**config.mk**
```make
export PLATFORM = sky130hd
export DESIGN_NAME = eth_rx_block_sync
export DESIGN_NICKNAME = d
export VERILOG_FILES = /design/src/rtl/eth_pkg.sv /design/src/rtl/eth_descrambler_32.sv /design/src/rtl/eth_rx_block_sync.sv
export SDC_FILE = /design/constraint.sdc
export NUM_CORES = 1
export LEC_CHECK = 0
export BUFFER_PORTS_ARGS = -buffer_cell sky130_fd_sc_hd__buf_2
export CORE_MARGIN = 8
export CORE_UTILIZATION = 40
export CTS_CLUSTER_SIZE = 40
export DETAILED_ROUTE_END_ITERATION = 8
export PLACE_DENSITY = 0.59
export SLEW_MARGIN = 20
export SYNTH_ARGS = -nofsm -noshare
export SYNTH_HDL_FRONTEND = slang
export SYNTH_SLANG_ARGS = --single-unit
```
**constraint.sdc**
```tcl
create_clock -name i_clk -period 2.8 [get_ports i_clk]
set_input_delay 0.28 -clock i_clk [delete_from_list [all_inputs] [get_ports i_clk]]
set_output_delay 0.28 -clock i_clk [all_outputs]
set_load 0.05 [all_outputs]
```
**src/rtl/eth_pkg.sv**
```systemverilog
// eth_pkg: shared 64b/66b receive constants, scrambler taps and block-lock state type
package eth_pkg;
    localparam logic [1:0] SYNC_DATA = 2'b01;
    localparam logic [1:0] SYNC_CTRL = 2'b10;
    localparam int SCR_LEN   = 58;
    localparam int SCR_TAP_A = 38;
    localparam int SCR_TAP_B = 57;

    typedef enum logic [2:0] {
        LOCK_INIT,
        RESET_CNT,
        TEST_SH,
        SLIP,
        SLIP_WAIT
    } block_lock_state_t;

    function automatic logic sync_valid(input logic [1:0] h);
        return h == SYNC_DATA || h == SYNC_CTRL;
    endfunction
endpackage

```
**src/rtl/eth_descrambler_32.sv**
```systemverilog
// eth_descrambler_32: self-synchronising x^58+x^39+1 descrambler, 32 bits per beat, bit 31 first
module eth_descrambler_32 (
    input  logic        i_clk,
    input  logic        i_rst_n,
    input  logic [31:0] i_data,
    input  logic        i_valid,
    output logic [31:0] o_data
);
    import eth_pkg::*;

    logic [SCR_LEN-1:0] state;
    logic [SCR_LEN-1:0] chain;

    always_comb begin
        chain  = state;
        o_data = '0;
        for (int i = 31; i >= 0; i--) begin
            o_data[i] = i_data[i] ^ chain[SCR_TAP_A] ^ chain[SCR_TAP_B];
            chain     = {chain[SCR_LEN-2:0], i_data[i]};
        end
    end

    always_ff @(posedge i_clk or negedge i_rst_n)
        if (!i_rst_n)
            state <= '0;
        else if (i_valid)
            state <= chain;
endmodule

```
**src/rtl/eth_rx_block_sync.sv**
```systemverilog
// eth_rx_block_sync: 64b/66b sync-header lock FSM with bitslip control and payload descrambling;
// beats are forwarded downstream only while block lock holds.
module eth_rx_block_sync #(
    parameter int DATAPATH_WIDTH = 32,
    parameter int LOCK_COUNT     = 64,
    parameter int INVALID_LIMIT  = 16,
    parameter int SLIP_WAIT      = 32
) (
    input  logic                      i_clk,
    input  logic                      i_rst_n,
    input  logic [DATAPATH_WIDTH-1:0] i_data,
    input  logic                      i_data_valid,
    input  logic [1:0]                i_header,
    input  logic                      i_header_valid,
    output logic [DATAPATH_WIDTH-1:0] o_data,
    output logic                      o_data_valid,
    output logic [1:0]                o_header,
    output logic                      o_header_valid,
    output logic                      o_bitslip,
    output logic                      o_block_lock
);
    import eth_pkg::*;

    if (DATAPATH_WIDTH != 32) begin : g_width_check
        $error("eth_rx_block_sync supports only DATAPATH_WIDTH = 32");
    end

    localparam int SHW = $clog2(LOCK_COUNT + 1);
    localparam int INW = $clog2(INVALID_LIMIT + 1);
    localparam int WTW = $clog2(SLIP_WAIT + 1);

    block_lock_state_t state, state_nxt;
    logic [SHW-1:0] sh_cnt, sh_nxt;
    logic [INW-1:0] inv_cnt, inv_nxt;
    logic [WTW-1:0] wait_cnt, wait_nxt;
    logic lock_nxt;
    logic hdr_evt;
    logic hdr_bad;
    logic [DATAPATH_WIDTH-1:0] descr;

    assign hdr_evt   = i_header_valid && i_data_valid;
    assign hdr_bad   = !sync_valid(i_header);
    assign o_bitslip = state == SLIP;

    eth_descrambler_32 u_descr (
        .i_clk   (i_clk),
        .i_rst_n (i_rst_n),
        .i_data  (i_data),
        .i_valid (i_data_valid),
        .o_data  (descr)
    );

    always_comb begin
        state_nxt = state;
        sh_nxt    = sh_cnt;
        inv_nxt   = inv_cnt;
        wait_nxt  = wait_cnt;
        lock_nxt  = o_block_lock;
        case (state)
            LOCK_INIT: begin
                lock_nxt  = 1'b0;
                state_nxt = RESET_CNT;
            end
            RESET_CNT: begin
                sh_nxt    = '0;
                inv_nxt   = '0;
                state_nxt = TEST_SH;
            end
            TEST_SH: if (hdr_evt) begin
                sh_nxt  = sh_cnt == SHW'(LOCK_COUNT) ? sh_cnt : sh_cnt + 1'b1;
                inv_nxt = hdr_bad && inv_cnt != INW'(INVALID_LIMIT) ? inv_cnt + 1'b1 : inv_cnt;
                // slip takes priority over a window completing on the same header
                if (hdr_bad && (!o_block_lock || inv_nxt == INW'(INVALID_LIMIT))) begin
                    lock_nxt  = 1'b0;
                    state_nxt = SLIP;
                end else if (sh_nxt == SHW'(LOCK_COUNT)) begin
                    lock_nxt  = o_block_lock || inv_nxt == '0;
                    state_nxt = RESET_CNT;
                end
            end
            SLIP: begin
                lock_nxt  = 1'b0;
                wait_nxt  = '0;
                state_nxt = eth_pkg::SLIP_WAIT;
            end
            eth_pkg::SLIP_WAIT: begin
                wait_nxt  = wait_cnt + 1'b1;
                state_nxt = wait_cnt == WTW'(SLIP_WAIT - 1) ? RESET_CNT : state;
            end
            default: state_nxt = LOCK_INIT;
        endcase
    end

    always_ff @(posedge i_clk or negedge i_rst_n)
        if (!i_rst_n) begin
            state          <= LOCK_INIT;
            sh_cnt         <= '0;
            inv_cnt        <= '0;
            wait_cnt       <= '0;
            o_block_lock   <= 1'b0;
            o_data         <= '0;
            o_data_valid   <= 1'b0;
            o_header       <= '0;
            o_header_valid <= 1'b0;
        end else begin
            state          <= state_nxt;
            sh_cnt         <= sh_nxt;
            inv_cnt        <= inv_nxt;
            wait_cnt       <= wait_nxt;
            o_block_lock   <= lock_nxt;
            // registered lock gates the rise; lock_nxt makes valids fall together with the lock
            o_data_valid   <= i_data_valid && o_block_lock && lock_nxt;
            o_header_valid <= hdr_evt && o_block_lock && lock_nxt;
            if (i_data_valid) begin
                o_data   <= descr;
                o_header <= i_header;
            end
        end
endmodule

```
After elaboration in Yosys (flattened, before gate mapping). Index checks and enable logic that the tools add are counted.

$add $sub $neg: 3. Equality and inequality tests: 14. Reductions and logical operators: 19. Multiplexer cells: 16. Bitwise operators: 64.

Operators by type and width (number): XOR 1 bit (64); one-hot mux 3 bit (5 select lines) (1); == test 7 bit (second input constant) (2); 2-to-1 mux 7 bit (2); one-hot mux 7 bit (2 select lines) (1); 2-to-1 mux 3 bit (4); one-hot mux 6 bit (2 select lines) (1); 2-to-1 mux 5 bit (2); one-hot mux 5 bit (2 select lines) (1); adder 7 x 1 -> 7 bit (second input constant) (1); logical AND 1 bit (7); adder 6 x 1 -> 6 bit (second input constant) (1); == test 3 x 2 -> 1 bit (second input constant) (2); == test 6 x 5 -> 1 bit (second input constant) (1); adder 5 x 1 -> 5 bit (second input constant) (1); == test 5 bit (second input constant) (1); logical NOT 5 bit (1); inequality test 5 bit (second input constant) (1); inequality test 2 bit (second input constant) (2); nonzero test 2 bit (2); == test 3 x 1 -> 1 bit (second input constant) (1); == test 3 bit (second input constant) (1); logical NOT 3 bit (1); logical OR 1 bit (3); 9 further kinds (12).

Output and inout bits: 38. Input bits: 38. Logic and storage cells: 126. Bits in registers: 116.

Depth between registers and ports, before layout. Gate-level depths: netlist of the first run.

Word-level depth: 12. Gate-level depth with buffers: 7. Mapped depth without buffers: 7.

Modules after synthesis. A second synthesis of the first run with hierarchy kept.

Cells, all modules: 406. Area, all modules: 5789.3 um2.

Modules (own cells, without submodules): eth_descrambler_32 (sequential area each 1451.4 um2, times used 1, cells an instance 154, area each 2989.1 um2); eth_rx_block_sync (sequential area each 1451.4 um2, times used 1, cells an instance 252, area each 2800.2 um2).

Worst setup path before layout of the first run. OpenSTA, ideal clock, no wires.

Path kind: register to register. Start point: reg inv_cnt[0]. End point: reg o_header_valid. Setup time: 0.120 ns. Path buffers: 0. Arrival time: 1.854 ns. Cell stages (with the launch flop): 8. Period minus slack after synthesis: 1.975 ns. Path slack: 0.825 ns. Data required time: 2.680 ns. Path through: dfrtp_1 > inv_1 > ha_1 > nand4bb_1 > a2111o_1 > a222oi_1 > o21bai_1 > and4_1.

Cells in the longest elaborated chain, start to end: 10. Elaborated cells between the ends (all ways): 14. Classes of those cells: add/sub (1); eq/ne (2); mux (5); reduce/logical (6).

RTL lines: from (decl) (RTL line eth_rx_block_sync.sv:34) `logic [INW-1:0] inv_cnt, inv_nxt;`; from (signal assigned) (RTL line eth_rx_block_sync.sv:108) `inv_cnt <= inv_nxt;`; branches (longest 2 deep; another with adder 5 x 1 -> 5 bit); 2-to-1 mux 5 bit * (RTL line eth_rx_block_sync.sv:71) `inv_nxt = hdr_bad && inv_cnt != INW'(INVALID_LIMIT) ? inv_cnt + 1'b1 : inv_cnt;`; logical NOT 5 bit or == test 5 bit (tied branches) (RTL line eth_rx_block_sync.sv:77, eth_rx_block_sync.sv:73); logical OR 1 bit, on equally long branches (RTL line eth_rx_block_sync.sv:77, eth_rx_block_sync.sv:73); 2-to-1 mux 1 bit or logical AND 1 bit (tied branches) (RTL line eth_rx_block_sync.sv:76, eth_rx_block_sync.sv:73); 2-to-1 mux 1 bit * (RTL line eth_rx_block_sync.sv:73) `if (hdr_bad && (!o_block_lock || inv_nxt == INW'(INVALID_LIMIT))) begin`; 2-to-1 mux 1 bit * (RTL line eth_rx_block_sync.sv:69) `TEST_SH: if (hdr_evt) begin`; one-hot mux 1 bit (2 select lines) * (RTL line eth_rx_block_sync.sv:59) `case (state)`; logical AND 1 bit * (RTL line eth_rx_block_sync.sv:113) `o_header_valid <= hdr_evt && o_block_lock && lock_nxt;`; to (signal assigned) (RTL line eth_rx_block_sync.sv:113); to (decl) (RTL line eth_rx_block_sync.sv:18) `output logic o_header_valid,`.

Mark *: on every way between the ends. A chain may end at the register's enable or synchronous reset.

Worst setup path after layout of the first run. Ends and elaborated chain as after synthesis.

==> flow_summary.yaml, run 1 <==
logic_synthesis:
  synth_edf_count: 0
  ys_async_sr_fraction_pct: 100
  synth_fa_ha_area_share_pct: 1.14
  ys_seq_area_share_pct: 52.9
  ys_types: 49
  ys_ff_latch: 116
  syn_nets: 482
  synth.avg_cell_area_um2: 12.5
  yosys.area_share.simple_pct: 7.13
  synth_area_um2: 5490
  yosys_warnings: 0
  synth-compound-area-share_pct: 6.86
  synth_top_family_by_area: "multiplexers"
  synth.area.mux_share_pct: 18.9
  postSynthCellCount: 439
  synthXorXnorAreaFrac_pct: 11.5
  synthFlopType: "dfrtp_1"
drt:
  ant_nets: 0
  drt_iter0_markers: 192
  num_vias: 3619
  via_per_inst: 5.10
  dr.pass1.iters: 4
  routed_wl_um: 10800
  drc_errors: 0
  detail_route.wl_per_cell_um: 15.3
global_route:
  grt_max_degree: 117
  grt_usage_pct: 12.9
  grt_first_pass_wirelength_um: 18400
  grt_pass1_vias: 3784
  antenna_found_initial: 1
  grt-ovfl-total: 0
clock_tree:
  cts_buffers: 17
  cts_root_buf: "clkbuf_16"
  tritoncts: "built"
  cts.htree.levels: 4
  post_cts_buffers: 0
  clock-sinks: 116
  cts_buffer_depth: 2
  worst_skew_pair.late_latency_ps: 410
  clk_pin_slew_ps: 50
  cts_resized: 0
  postCtsHoldBufs: 1
worst_hold_path:
  worstHoldStart: "i_data[17]"
  min_path_type: "in2reg"
worst_setup_path:
  crit_start: "inv_cnt[0]"
  r2r.worst_path.cells: 7
  cp-endpoint: "o_header_valid"
  rrSetupSlack_ps: 530
  critPathMaxFanout: 8
  critPathArrivalTime_ps: 2570
  worstReg2RegStart: "inv_cnt[0]"
  crit_path_end_kind: "register"
  crit_required_ps: 3100
  path_class: "reg2reg"
  worstSetupStartpointType: "register"
  timing.rr.end: "o_header_valid"
pwr:
  p_per_area_nw_per_um2: 939
  p_leak_nw: 2.82
  max-vdd-ir-drop_mv: 0.582
cells_and_area:
  areaGrowthSynthToFinish_pct: 21.5
  drive_gt1_share_pct: 38.9
  nets: 561
  stdcell_count: 710
  antennaDiodeCount: 0
  final_core_util_pct: 48.8
  final_cell_area_um2: 6670
sta:
  finalHoldViolCount: 0
  maxSlewHeadroom_pct: 55.7
  max_freq_ghz: 0.441
  tns_ps: 0
  setup_viol: 0
  finalMaxSlewViolations: 0
  post-route-period-util_pct: 81.0
  final.setup.worst_slack_ps: 531
  worstMarginPinSlew_ps: 665
  skew_ps: 8.24
  rsz0062_at_grt: "false"
  period_minus_slack_ps: 2270
placed_design:
  gp_congestion: 0.755
  place_inst: 678
  port_buffers: 75
  pre_cts_ws_ps: 572
  hpwl_um: 7190
  dpl_cell_area_um2: 6070
flow_run:
  drv_cap: 0
die:
  start_util_pct: 40.2
  rows: 43
  core_um2: 13700
  dieHeight_um: 133
  io_pins: 76
  die_area_um2: 17700
  chipWidth_um: 133
outcome:
  status: "finished clean"
[cell type report]
type / count / area [um^2]
Inverter: 6 / 22.5
Timing Repair Buffer: 78 / 430
Tap cell: 180 / 225
Fill cell: 1222 / 6990
Clock buffer: 22 / 494
Clock inverter: 9 / 101
Multi-Input combinational cell: 299 / 2500
Sequential cell: 116 / 2900
[through the flow]
step           power (mW)  hold WS (ps)
5_1_grt              6.60           117
4_1_cts              6.35           113
3_5_place_dp         4.15           432
6_report             6.27           130
2_1_floorplan        3.69         -15.6
3_3_place_gp         4.11           424
[kinds of logic after synthesis]
kind of cell             Yosys count
AO/OA/AOI/OAI                     57
XOR/XNOR                          72
adder cells (fa/ha/maj)            5
buffers and inverters             24
flip-flops                       116
multiplexers                      92
AND/OR/NAND/NOR                   73
[how the worst min path moves through the flow]
stage	endpoint	slack, ps	cells after the start
floorplan	inv_cnt[0]	-20	0
global placement	o_data[7]	420	2
detailed placement	o_data[7]	430	2
CTS	u_descr.state[22]	110	2
global route	u_descr.state[8]	120	2
finish	u_descr.state[17]	130	2
[synth_stat cells (2+ instances only)]
library cell | count | area share, %
dfrtp_1 | 116 | 53
mux2_2 | 92 | 19
xnor2_1 | 68 | 11
o21ai_0 | 19 | 1.7
nor2_1 | 18 | 1.2
clkbuf_1 | 17 | 1.2
a21oi_1 | 13 | 1.2
nand2_1 | 12 | 0.82
nand3_1 | 10 | 0.91
inv_1 | 6 | 0.41
ha_1 | 5 | 1.1
nand2b_1 | 4 | 0.46
or3_1 | 4 | 0.46
xor2_1 | 4 | 0.64
nand4_1 | 3 | 0.34
nor3_1 | 3 | 0.27
o41ai_1 | 3 | 0.48
or2_2 | 3 | 0.34
a21o_1 | 2 | 0.27
a22oi_1 | 2 | 0.27
and2_1 | 2 | 0.23
and3_1 | 2 | 0.23
nand4bb_1 | 2 | 0.41
nor2b_1 | 2 | 0.23
o211ai_2 | 2 | 0.46
o21bai_1 | 2 | 0.27
[state kept, by name, summed over array words and instances (netlist names)]
name            count
o_header_valid      1
state               3
inv_cnt             5
wait_cnt            6
o_data_valid        1
o_header            2
o_data             32
u_descr.state      58
sh_cnt              7
o_block_lock        1
[critical path: stages (launching register included)]
cell and delay, ps:
dfrtp_1 440, inv_1 90, ha_1 140, nand4bb_1 170, a2111o_1 490, a222oi_1 480
o21bai_1 130, and4_1 210
[metal layers]
metal | routed length [um] | up-vias | part of all wire, % | GRT usage, %
li1 | - | 1722 | - | -
met1 | 4950 | 1804 | 46 | 15.8
met2 | 5010 | 76 | 46 | 19.2
met3 | 713 | 15 | 6.6 | 5.61
met4 | 150 | 2 | 1.4 | 5.68
met5 | 12 | - | 0.11 | 0
[power breakdown]
part / internal [mW] / switching [mW]
clock: 1.41 / 0.745
combinational: 0.665 / 1.17
sequential: 2.01 / 0.266
total: 4.09 / 2.18
[layout by cell type, fill, tap and decap left out, drive strengths merged, types with 2 or more instances in the layout]
| cell | netlist | layout |
|---|---|---|
| and3 | 2 | 2 |
| bufinv | 0 | 2 |
| inv | 6 | 6 |
| nor2 | 18 | 18 |
| or2 | 4 | 4 |
| or3 | 4 | 4 |
| a21o | 2 | 2 |
| nand4bb | 2 | 2 |
| o21ai | 19 | 19 |
| and2 | 2 | 2 |
| a22oi | 2 | 2 |
| xor2 | 4 | 4 |
| a21oi | 13 | 13 |
| ha | 5 | 5 |
| dfrtp | 116 | 116 |
| o211ai | 3 | 3 |
| xnor2 | 68 | 68 |
| buf | 0 | 77 |
| nand3 | 10 | 10 |
| nand2b | 4 | 4 |
| nor2b | 2 | 2 |
| nand4 | 3 | 3 |
| clkbuf | 18 | 22 |
| mux2 | 92 | 92 |
| clkinv | 0 | 6 |
| o41ai | 3 | 3 |
| nand2 | 12 | 12 |
| nor3 | 3 | 3 |
| o21bai | 2 | 2 |
Note: power is estimated with default switching activity, not from simulation.
==> run 2: changes to the inputs <==
--- a/config.mk
+++ b/config.mk
@@ -5,12 +5,13 @@
 export SDC_FILE = /design/constraint.sdc
 export NUM_CORES = 1
 export LEC_CHECK = 0
+export ABC_AREA = 1
 export BUFFER_PORTS_ARGS = -buffer_cell sky130_fd_sc_hd__buf_2
 export CORE_MARGIN = 8
 export CORE_UTILIZATION = 40
 export CTS_CLUSTER_SIZE = 40
 export DETAILED_ROUTE_END_ITERATION = 8
-export PLACE_DENSITY = 0.59
+export PLACE_DENSITY = 0.61
 export SLEW_MARGIN = 20
 export SYNTH_ARGS = -nofsm -noshare
 export SYNTH_HDL_FRONTEND = slang
==> constraint.sdc (replaced) <==
create_clock -name i_clk -period 2 [get_ports i_clk]
set_input_delay 0.2 -clock i_clk [delete_from_list [all_inputs] [get_ports i_clk]]
set_output_delay 0.2 -clock i_clk [all_outputs]
set_load 0.05 [all_outputs]
==> run 2 against run 1 <==
  * Clock power is 50% higher
  * Clock skew shrank 3.3 ps
  * Final area is 0.99% higher
  * Worst hold slack got worse by 110 ps
  * Critical path type unchanged
  * Critical endpoint unchanged
  * Largest cell class unchanged
==> flow_summary.yaml, run 2 <==
worst_setup_path:
  rrSetupSlack_ps: 190
  crit_required_ps: 2320
  r2r.worst_path.cells: 12
  worstSetupStartpointType: "register"
  critPathArrivalTime_ps: 2130
  worstReg2RegStart: "sh_cnt[0]"
  cpMostUsedCell: "nand2_1"
  path_class: "reg2reg"
  critPathMaxFanout: 5
  crit_path_end_kind: "register"
  crit_start: "sh_cnt[0]"
  slowest_delay_ps: 420
  crit_path_top_delay_cell: "dfrtp_1"
  cp_cell_sequence: "inv_1 > ha_1 > nand2_1 > inv_1 > nand3_1 > nand2_1 > nand3_1 > nor2_1 > nand2_1 > o21bai_2 > nand3_2 > a21oi_1"
logic_synthesis:
  synth_top_area_cell: "dfrtp_1"
  syn_nets: 674
  synthTopCellsByArea: "dfrtp_1 (53%), nand2_1 (13%), o21ai_0 (8.1%)"
  synth_area_um2: 5470
  synthFlopType: "dfrtp_1"
  postSynthCellCount: 631
  synth_common_cells: "nand2_1 (188), dfrtp_1 (116), o21ai_0 (88), inv_1 (60), nand3_1 (29)"
  synth_edf_count: 0
  post-synth-top-count-cell: "nand2_1"
  yosys.area.top_type_share_pct: 53.1
  ys_async_sr_fraction_pct: 100
  ys_ff_latch: 116
  synth.avg_cell_area_um2: 8.67
  ys_seq_area_share_pct: 53.1
  ys_types: 28
  yosys_warnings: 0
drt:
  via_per_inst: 4.72
  drc_errors: 0
  dr.pass1.iters: 5
  drt_iter0_markers: 299
  detail_route.wl_per_cell_um: 13.5
  ant_nets: 0
  routed_wl_um: 12200
  num_vias: 4263
pwr:
  p_int_mw: 5.47
  power_frac_comb_pct: 23.3
  max-vdd-ir-drop_mv: 0.554
  p_per_area_nw_per_um2: 1200
  clockPowerShare_pct: 40.2
  seq_power_share_pct: 36.5
  switching_share_pct: 32.3
  p_leak_nw: 3.39
  power.switching_mw: 2.61
  power_mw: 8.08
cells_and_area:
  largest_reg_flops: 58
  antennaDiodeCount: 0
  final_cell_mix: "nand2_1 (188), dfrtp_1 (116), o21ai_0 (88), buf_2 (74), inv_1 (60)"
  top_register: "u_descr.state"
  multiInputGateArea_um2: 2230
  areaGrowthSynthToFinish_pct: 23.2
  nFillCells: 1218
  top_regs: "u_descr.state: 58 flops, o_data: 32 flops, sh_cnt: 7 flops"
  drive_gt1_share_pct: 19.4
  layout_commonest_cell: "nand2_1"
  nets: 757
  final_cell_area_um2: 6740
  stdcell_count: 903
  final_core_util_pct: 50.7
  seq_area_um2: 2900
placed_design:
  place_inst: 868
  pre_cts_ws_ps: 131
  dpl_cell_area_um2: 6080
  gp_congestion: 0.874
  port_buffers: 75
  hpwl_um: 8770
clock_tree:
  cts_buffer_depth: 2
  tritoncts: "built"
  clock-sinks: 116
  cts_buffers: 17
  cts_resized: 0
  cts.htree.levels: 4
  clk_pin_slew_ps: 50
  cts_root_buf: "clkbuf_16"
  worst_skew_pair.late_latency_ps: 410
die:
  rows: 42
  dieHeight_um: 133
  chipWidth_um: 133
  die_area_um2: 17700
  io_pins: 76
  start_util_pct: 41.1
  core_um2: 13300
sta:
  whs_ps: 20.7
  maxSlewHeadroom_pct: 59.1
  rsz0062_at_grt: "false"
  finalMaxSlewViolations: 0
  post-route-period-util_pct: 90.6
  finalHoldViolCount: 0
  skew_ps: 4.91
  max_freq_ghz: 0.552
  period_minus_slack_ps: 1810
  tns_ps: 0
  worstMarginPinSlew_ps: 614
  setup_viol: 0
  final.setup.worst_slack_ps: 189
global_route:
  grt_max_degree: 66
  grt_usage_pct: 14.5
  antenna_found_initial: 1
  grt_first_pass_wirelength_um: 20900
  grt_pass1_vias: 4382
  grt-ovfl-total: 0
worst_hold_path:
  worstHoldStart: "i_data[2]"
  min_path_type: "in2reg"
  worstHoldPathCells: 3
outcome:
  status: "finished clean"
flow_run:
  drv_cap: 0
-- run 2: worst paths after layout --
kind,endpoint
min in group asynchronous,u_descr.state[29]
max in group asynchronous,u_descr.state[49]
hold reg to reg,u_descr.state[1]
hold / removal,u_descr.state[2]
setup reg to reg,o_header_valid
setup / recovery,o_header_valid
-- run 2: power by group through the flow --
| stage | logic (mW) | registers (mW) | clock network (mW) |
|---|---|---|---|
| after global routing | 2.09 | 3.00 | 3.42 |
| after detailed placement | 1.89 | 2.99 | 0 |
| final | 1.89 | 2.95 | 3.25 |
| after floorplan | 0.903 | 3.43 | 0 |
| after CTS | 1.89 | 2.95 | 3.31 |
| after global placement | 1.83 | 2.97 | 0 |
-- run 2: critical path, delay by kind of cell, from the launching register on --
kind	cells	cell delay (ps)
AND/OR/NAND/NOR	7	660
flip-flops	1	420
buffers and inverters	2	180
AO/OA/AOI/OAI	2	310
adder cells (fa/ha/maj)	1	160
-- run 2: layout make-up --
class	instances	area share, %
inverters	62	3.47
well taps	176	3.27
multi-input cells	429	33.1
clock buffers	23	7.24
clock inverters	9	2.21
flip-flops and latches	116	43.1
repair buffers	88	7.69
-- run 2: cell families after synthesis --
family | after synthesis | share of synthesized area, %
buffers and inverters | 86 | 6.27
xor gates and xnor gates | 53 | 8.49
adders and majority gates | 5 | 1.14
DFF | 116 | 53.1
AOI/OAI and AO/OA | 110 | 10.5
and+or+nand+nor | 261 | 20.5
-- run 2: metal layers --
layer	part of all wire, %	track usage, %
met5	0.098	0
met3	5.0	5.45
met2	47	22.6
met4	1.2	4.98
met1	46	18.0
-- run 2: repair_timing --
action                                  4_1_cts  5_1_grt
buffers inserted                              0        1
endpoints found under the hold margin        42        0
endpoints found under the setup margin        0        3
hold buffers                                  2        0
